==> config.mk <==
export PLATFORM = sky130hd
export DESIGN_NAME = csa_accum
export DESIGN_NICKNAME = d
export VERILOG_FILES = /design/src/rtl/csa_accum.sv
export SDC_FILE = /design/constraint.sdc
export NUM_CORES = 2
export LEC_CHECK = 0
export ABC_AREA = 1
export CAP_MARGIN = 20
export CORE_UTILIZATION = 45
export CTS_CLUSTER_SIZE = 10
export DETAILED_ROUTE_END_ITERATION = 7
export GPL_TIMING_DRIVEN = 0
export PLACE_DENSITY = 0.69
export SETUP_SLACK_MARGIN = 0.5
export SYNTH_ARGS = -nofsm -noshare
export SYNTH_HDL_FRONTEND = slang
export SYNTH_SLANG_ARGS = --single-unit
==> constraint.sdc <==
create_clock -name clk -period 3.8 [get_ports clk]
set_input_delay 0.57 -clock clk [delete_from_list [all_inputs] [get_ports clk]]
set_output_delay 0.57 -clock clk [all_outputs]
set_load 0.05 [all_outputs]
==> src/rtl/csa_accum.sv <==
// ---------------------------------------------------------------------------
// csa_accum
//
// Streaming carry-save accumulator. Every accepted beat folds LANES operands
// into a redundant (sum, carry) state through a chain of 3:2 compressors.
// Each lane can be negated. After the last beat of a packet, a chunked
// carry-propagate adder resolves CPA_W bits per cycle. The binary result is
// then held under a valid/ready handshake until the consumer takes it.
//
// Ports
//   clk        clock; all state updates on the rising edge
//   rst        synchronous, active-high reset
//   in_valid   input beat valid
//   in_ready   accumulator can accept a beat (ACC state)
//   in_data    LANES operands, lane i at [i*WIDTH +: WIDTH]
//   in_neg     per-lane subtract select
//   in_last    beat closes the packet
//   out_valid  out_sum holds a resolved result
//   out_ready  consumer accepts the result
//   out_sum    resolved sum modulo 2^WIDTH
// ---------------------------------------------------------------------------
module csa_accum #(
    parameter int WIDTH = 132,
    parameter int LANES = 3,
    parameter int CPA_W = 33
) (
    input  logic                   clk,
    input  logic                   rst,
    input  logic                   in_valid,
    output logic                   in_ready,
    input  logic [LANES*WIDTH-1:0] in_data,
    input  logic [LANES-1:0]       in_neg,
    input  logic                   in_last,
    output logic                   out_valid,
    input  logic                   out_ready,
    output logic [WIDTH-1:0]       out_sum
);

    localparam int NCHUNK = (WIDTH + CPA_W - 1) / CPA_W;
    localparam int CW     = (NCHUNK > 1) ? $clog2(NCHUNK) : 1;
    localparam int OFFW   = $clog2(NCHUNK * CPA_W + 1);

    localparam logic [WIDTH-1:0] CHUNK_MASK = WIDTH'({CPA_W{1'b1}});

    typedef enum logic [1:0] {ACC, RESOLVE, DONE} state_t;

    state_t           state_q, state_d;
    logic [WIDTH-1:0] s_q, s_d;
    logic [WIDTH-1:0] c_q, c_d;
    logic [WIDTH-1:0] res_q, res_d;
    logic [CW-1:0]    chunk_q, chunk_d;
    logic             carry_q, carry_d;

    // ------------------------------------------------------------------
    // Compressor chain: lane by lane, (S, C, x_i) -> (S', C').
    // Negation is ~x plus one. The +1 rides in bit 0 of the shifted
    // carry, which is always free after the shift.
    // ------------------------------------------------------------------
    logic [WIDTH-1:0] s_chain, c_chain, x, maj;

    // NOTE: every variable written here gets a value before any branch or
    // loop, so no path leaves it holding its old value (which would infer a latch).
    always_comb begin
        s_chain = s_q;
        c_chain = c_q;
        x       = '0;
        maj     = '0;
        for (int i = 0; i < LANES; i++) begin
            x       = in_neg[i] ? ~in_data[i*WIDTH +: WIDTH] : in_data[i*WIDTH +: WIDTH];
            maj     = (s_chain & c_chain) | (s_chain & x) | (c_chain & x);
            s_chain = s_chain ^ c_chain ^ x;
            c_chain = (maj << 1) | WIDTH'(in_neg[i]);
        end
    end

    // ------------------------------------------------------------------
    // Chunked resolve: this cycle's CPA_W-bit slice of S and C plus the
    // carry from the previous chunk. Bits above WIDTH in the last chunk
    // are shifted in as zeros, so a narrower final chunk needs no special case.
    // ------------------------------------------------------------------
    logic [OFFW-1:0]  off;
    logic [CPA_W-1:0] s_slice, c_slice;
    logic [CPA_W:0]   chunk_sum;

    always_comb begin
        off       = OFFW'(chunk_q) * OFFW'(CPA_W);
        s_slice   = CPA_W'(s_q >> off);
        c_slice   = CPA_W'(c_q >> off);
        chunk_sum = {1'b0, s_slice} + {1'b0, c_slice} + (CPA_W+1)'(carry_q);
    end

    // ------------------------------------------------------------------
    // Next-state logic
    // ------------------------------------------------------------------
    always_comb begin
        state_d = state_q;
        s_d     = s_q;
        c_d     = c_q;
        res_d   = res_q;
        chunk_d = chunk_q;
        carry_d = carry_q;
        case (state_q)
            ACC: begin
                if (in_valid) begin
                    s_d = s_chain;
                    c_d = c_chain;
                    if (in_last) begin
                        state_d = RESOLVE;
                        chunk_d = '0;
                        carry_d = 1'b0;
                    end
                end
            end
            RESOLVE: begin
                res_d   = (res_q & ~(CHUNK_MASK << off))
                        | (WIDTH'(chunk_sum[CPA_W-1:0]) << off);
                carry_d = chunk_sum[CPA_W];
                chunk_d = chunk_q + CW'(1);
                if (chunk_q == CW'(NCHUNK - 1)) begin
                    state_d = DONE;
                end
            end
            DONE: begin
                if (out_ready) begin
                    s_d     = '0;
                    c_d     = '0;
                    res_d   = '0;
                    state_d = ACC;
                end
            end
            default: state_d = ACC;
        endcase
    end

    // NOTE: sequential state uses non-blocking assignments, so every register
    // samples its pre-edge value no matter how the blocks are ordered.
    always_ff @(posedge clk) begin
        if (rst) begin
            state_q <= ACC;
            s_q     <= '0;
            c_q     <= '0;
            res_q   <= '0;
            chunk_q <= '0;
            carry_q <= 1'b0;
        end else begin
            state_q <= state_d;
            s_q     <= s_d;
            c_q     <= c_d;
            res_q   <= res_d;
            chunk_q <= chunk_d;
            carry_q <= carry_d;
        end
    end

    assign in_ready  = (state_q == ACC);
    assign out_valid = (state_q == DONE);
    assign out_sum   = res_q;

endmodule
After elaboration in Yosys (flattened, before gate mapping)
Index checks and enable logic that the tools add are counted.
Storage, ports and cells
  register bits: 401
  input bits: 404
  output and inout port bits: 134
  word-level logic and storage cells: 79
Cells by class
  add/subtract/negate cells: 3
  multipliers: 1
  eq/ne operators: 7
  shifts and indexed selects: 4
  multiplexer cells: 20
  bitwise logic cells: 30
  reduce and logical (&&, ||, !) cells: 8
Operators by type and width (count)
  $and A131 B131 Y131: 9
  $mux W132: 6
  $pmux W132 S2: 3
  $xor A132 B132 Y132: 6
  $or A131 B131 Y131: 6
  $not A132 Y132: 4
  $or A132 B1 Y132: 3
  $shr A132 B8 Y33: 2
  $and A132 B132 Y132: 1
  $or A132 B132 Y132: 1
  $shl A33 B8 Y132: 1
  $shl A33 B8 Y132 const A: 1
  $add A33 B33 Y34: 1
  $add A34 B1 Y34: 1
  $mux W2: 6
  $mul A2 B6 Y8 const B: 1
  $pmux W2 S3: 1
  $reduce_and A3 Y1: 2
  $reduce_bool A2 Y1: 3
  $eq A2 B2 Y1 const B: 2
  $ne A2 B1 Y1 const B: 2
  $ne A2 B2 Y1 const B: 2
  $pmux W2 S2: 1
  $reduce_and A4 Y1: 1
  other kinds (6): 7

Longest topological paths before layout
  word-level depth: 16
  mapped depth: 22
  depth with buffers taken out: 19

Least setup slack after synthesis
OpenSTA, ideal clock, no wires.
  kind: input port to flip-flop
  start: input in_neg[0]
  end: register s_q[108]
  setup time: 0.070 ns
  data arrival time: 3.263 ns
  data required time: 3.730 ns
  setup slack: 0.467 ns
  stages: 10
  buffers on the path: 3
  path through: clkbuf_1 > clkbuf_1 > buf_2 > xor2_1 > fa_1 > fa_1 > inv_1 > fa_1 > or2_2 > a21oi_1
Between the ends
  longest elaborated chain between the ends: 13
  elaborated cells on any way between the ends: 19
  classes of those cells: mux (3); bitwise (16)
RTL lines
  from (decl): RTL line 32  | input logic [LANES-1:0] in_neg,
  $mux W132 (*): RTL line 69  | x = in_neg[i] ? ~in_data[i*WIDTH +: WIDTH] : in_data[i*WIDTH +: WIDTH];
  $and A131 B131 Y131: RTL line 70  | maj = (s_chain & c_chain) | (s_chain & x) | (c_chain & x);
  $or A131 B131 Y131 (2 in a row): RTL line 70
  $or A132 B1 Y132: RTL line 72  | c_chain = (maj << 1) | WIDTH'(in_neg[i]);
  $and A131 B131 Y131: RTL line 70
  $or A131 B131 Y131 (2 in a row): RTL line 70
  $or A132 B1 Y132: RTL line 72
  $xor A132 B132 Y132 (*) (2 in a row): RTL line 71  | s_chain = s_chain ^ c_chain ^ x;
  $mux W132 (*): RTL line 104  | if (in_valid) begin
  $pmux W132 S2 (*): RTL line 102  | case (state_q)
  to (signal assigned): RTL line 140  | s_q <= '0;
  to (signal assigned): RTL line 147  | s_q <= s_d;
  to (decl): RTL line 48  | logic [WIDTH-1:0] s_q, s_d;
Mark *: on every way between the ends. The rest lies on a longest branch, timed or not. The select of a mux whose other input is x is not followed.
A chain may end at the register's enable or synchronous reset.

Worst setup path in the final report
  start: register chunk_q[1]
  end: register res_q[128], in the netlist out_sum[128]
Between the ends
  longest elaborated chain between the ends: 7
  elaborated cells on any way between the ends: 11
  classes of those cells: add/sub (2); mul (1); shift (4); mux (1); bitwise (3)
RTL lines
  from (decl): RTL line 51  | logic [CW-1:0] chunk_q, chunk_d;
  from (signal assigned): RTL line 150  | chunk_q <= chunk_d;
  $mul A2 B6 Y8 (*): RTL line 86  | off = OFFW'(chunk_q) * OFFW'(CPA_W);
  $shr A132 B8 Y33 (on tied branches): RTL line 87, 88
  $add A33 B33 Y34: RTL line 89  | chunk_sum = {1'b0, s_slice} + {1'b0, c_slice} + (CPA_W+1)'(carry_q);
  $add A34 B1 Y34: RTL line 89
  $shl A33 B8 Y132: RTL line 116  | | (WIDTH'(chunk_sum[CPA_W-1:0]) << off);
  $or A132 B132 Y132 (*): RTL line 116
  $pmux W132 S2 (*): RTL line 102
  to (signal assigned): RTL line 149  | res_q <= res_d;
  to (decl): RTL line 50  | logic [WIDTH-1:0] res_q, res_d;
Mark *: on every way between the ends. The rest lies on a longest branch, timed or not.

==> qor.yml <==
status: "complete, no violations"
wl_met3_um: 14200
worst_ep_arrival_time_ps: 3820
detail_route.first_pass.iterations: 7
insertion_delay_ps: 630
num-nets-final: 5426
synth_edf_count: 0
worst_slew_pin_slew_ps: 1260
path_buf_inv: 4
fin_ws_ps: 516
avgViaCountPerCell: 5.38
critPathRequiredTime_ps: 4340
drv_cap: 0
crit_start: "chunk_q[1]"
die_h_um: 270
antenna_found_initial: 7
critPathKind: "reg2reg"
cts_hold_buf: 0
cts_buffers: 49
grt.overflow.total: 0
die_w_um: 270
cts_root_buf: "clkbuf_16"
fin_crit_ps: 3280
met2_length_um: 60800
synth_common_cells: "nand2_1 (766), inv_1 (453), a21oi_1 (403)"
wl_per_cell_um: 24.2
cts_sinks: 401
cp_num_cells: 16
syn2layout_area_growth_pct: 29.0
cpMaxStageDelayCell: "dfxtp_4"
slew_headroom: 0.162
slew_violations: 0
clock-skew-final_ps: 50.3
drtIter0Drc: 3258
switching_share: 0.457
p_sw_mw: 11.6
p_per_area_nw_per_um2: 611
ys.flop_type: "dfxtp_1"
seqPwrFrac: 0.257
drc: 0
post-synth-top-area-cell: "dfxtp_1"
syn_nets: 4825
design.core.area_um2: 70500
path_clk_slew_ps: 60
clkPwrFrac: 0.180
ctsHtreeMaxLevel: 2
cpLargestDelayFamily: "simple AND/OR/NAND/NOR gates"
grt_pass1_wl_um: 196000
critical_path.cell_chain: "clkbuf_8 -> clkbuf_2 -> o21ai_2 -> o22ai_2 -> ha_1 -> nand2_1 -> inv_1 -> nand2_1 -> inv_1 -> a21oi_1 -> nand2_2 -> nand2_1 -> nand3_1 -> nand2_2 -> nand3_1 -> a21oi_1"
grt_pass1_vias: 29763
start_util: 0.457
num_vias: 29937
synth-seq-cells: 401
p_leak_nw: 17.1
p_int_mw: 13.8
r2r-start: "chunk_q[1]"
finalSetupViolCount: 0
ir_drop_v: 0.000333
hp-class: "reg2reg"
avgSynthCellArea_um2: 8.08
dieArea_um2: 72700
netlist.area_leader.share: 0.249
fmax_ghz: 0.304
portBuffers: 535
yosysWarnings: 0
synth_area_leaders: "dfxtp_1 (25%), fa_1 (25%), nand2_1 (8.9%)"
r2r_end: "out_sum[128]"
num_io_pins: 538
max_stage_delay_ps: 420
ant_nets: 0
cts_tree: "yes"
wl_met1_um: 55000
hold_viol_final: 0
reg2reg_depth: 16
syn_area_um2: 32200
place_worst_setup_slack_ps: -1630
cp-endpoint: "out_sum[128]"
yosysUniqueCellTypes: 35
drive_gt1_frac: 0.134
rrSetupSlack_ps: 520
start_kind: "flip-flop"
crit_top_cell: "nand2_1"
combPwrFrac: 0.563
yosysMostFrequentCell: "nand2_1"
num_rows: 97
synthCells: 3990
dpl_cell_area_um2: 38800
final_area_um2: 41600
ys_seq_area_frac: 0.249
cts.path.max_buffers: 3
hpwlAfterDp_um: 113000
grt_use_total: 0.367
routed_wl_um: 135000
cp-end-kind: "flip-flop"
top_layer: "met5"
grt_max_degree: 16
async_reset_ff_frac: 0
period_share: 0.864
rsz0062_at_grt: "yes"
fin_hold_ws_ps: 464
place_congestion: 1.03
path_max_fanout: 10
## worst reg2reg max path, cell delays in order, from the launching register on
cell,delay [ps]
dfxtp_4,420
clkbuf_8,210
clkbuf_2,300
o21ai_2,160
o22ai_2,290
ha_1,370
nand2_1,150
inv_1,60
nand2_1,100
inv_1,90
a21oi_1,170
nand2_2,140
nand2_1,110
nand3_1,90
nand2_2,230
nand3_1,140
a21oi_1,170
## per-stage QoR
| step | std cells | power (mW) | setup TNS (ps) | utilization |
|---|---|---|---|---|
| final | 5563 | 25.4 | 0 | 0.590 |
| after global routing | 5560 | 27.5 | 0 | 0.590 |
| after CTS | 5552 | 24.9 | 0 | 0.583 |
| after detailed placement | 5465 | 20.0 | -310670 | 0.550 |
| after global placement | 5465 | 19.6 | -288750 | 0.550 |
| after floorplan | 3990 | 15.1 | 0 | - |
## sequential cells by signal (all words and copies together) (netlist names)
signal / count
carry_q: 1
s_q: 132
out_sum: 132
c_q: 132
chunk_q: 2
state_q: 2
## layout by cell type, fill, tap and decap left out, types with 132 or more instances in the layout
cell type        count
xor2_1             248
nand2_1            747
clkdlybuf4s50_1    534
or2_2              256
fa_1               393
a21oi_1            398
inv_1              450
nand3_1            132
nor2_1             174
dfxtp_1            399
xnor2_1            146
## logic make-up (layout without fill, tap and decap cells)
group / after synthesis / count (layout) / synth area share
AOI/OAI and AO/OA: 627 / 627 / 0.101
xor gates and xnor gates: 416 / 416 / 0.113
adders and majority gates: 431 / 431 / 0.259
buffers and inverters: 710 / 1339 / 0.0857
DFF: 401 / 401 / 0.249
other: 0 / 4 / 0
and+or+nand+nor: 1405 / 1405 / 0.192
## power groups by stage
stage          combinational, mW  sequential [mW]  clock [mW]
4_1_cts                     13.9             6.45        4.56
3_3_place_gp                13.1             6.48           0
5_1_grt                     16.1             6.63        4.73
3_5_place_dp                13.5             6.50           0
2_1_floorplan               8.90             6.18           0
6_report                    14.3             6.54        4.57
## routing by layer
layer	track usage	vias to the layer above
met5	0	-
met4	0.114	4
met3	0.0684	239
met2	0.585	1628
met1	0.505	14557
li1	-	13509
## layout make-up
cell class | instances | area, µm²
Multi-Input combinational cell | 2879 | 22300
Fill cell | 6400 | 28900
Clock inverter | 5 | 115
Tap cell | 940 | 1180
Sequential cell | 401 | 8030
Inverter | 472 | 1780
Clock buffer | 74 | 1390
Buffer | 238 | 1330
Timing Repair Buffer | 550 | 5500
Antenna cell | 4 | 10.0
## worst min-delay path by stage
stage	to	start	cells past startpoint
6_report	out_sum[104]	out_sum[104]	2
5_1_grt	out_sum[7]	rst	2
4_1_cts	out_sum[6]	rst	2
3_5_place_dp	out_sum[104]	out_sum[104]	2
3_3_place_gp	out_sum[115]	out_sum[115]	2
2_1_floorplan	s_q[0]	s_q[0]	2
## repair_timing
| item | 4_1_cts | 5_1_grt |
|---|---|---|
| gates resized for setup | 231 | 148 |
| cloned | 1 | 1 |
| pin swaps | 8 | 13 |
| setup endpoints to repair | 390 | 101 |
| setup buffers | 7 | 6 |
Power figures use the tool's default switching activity.
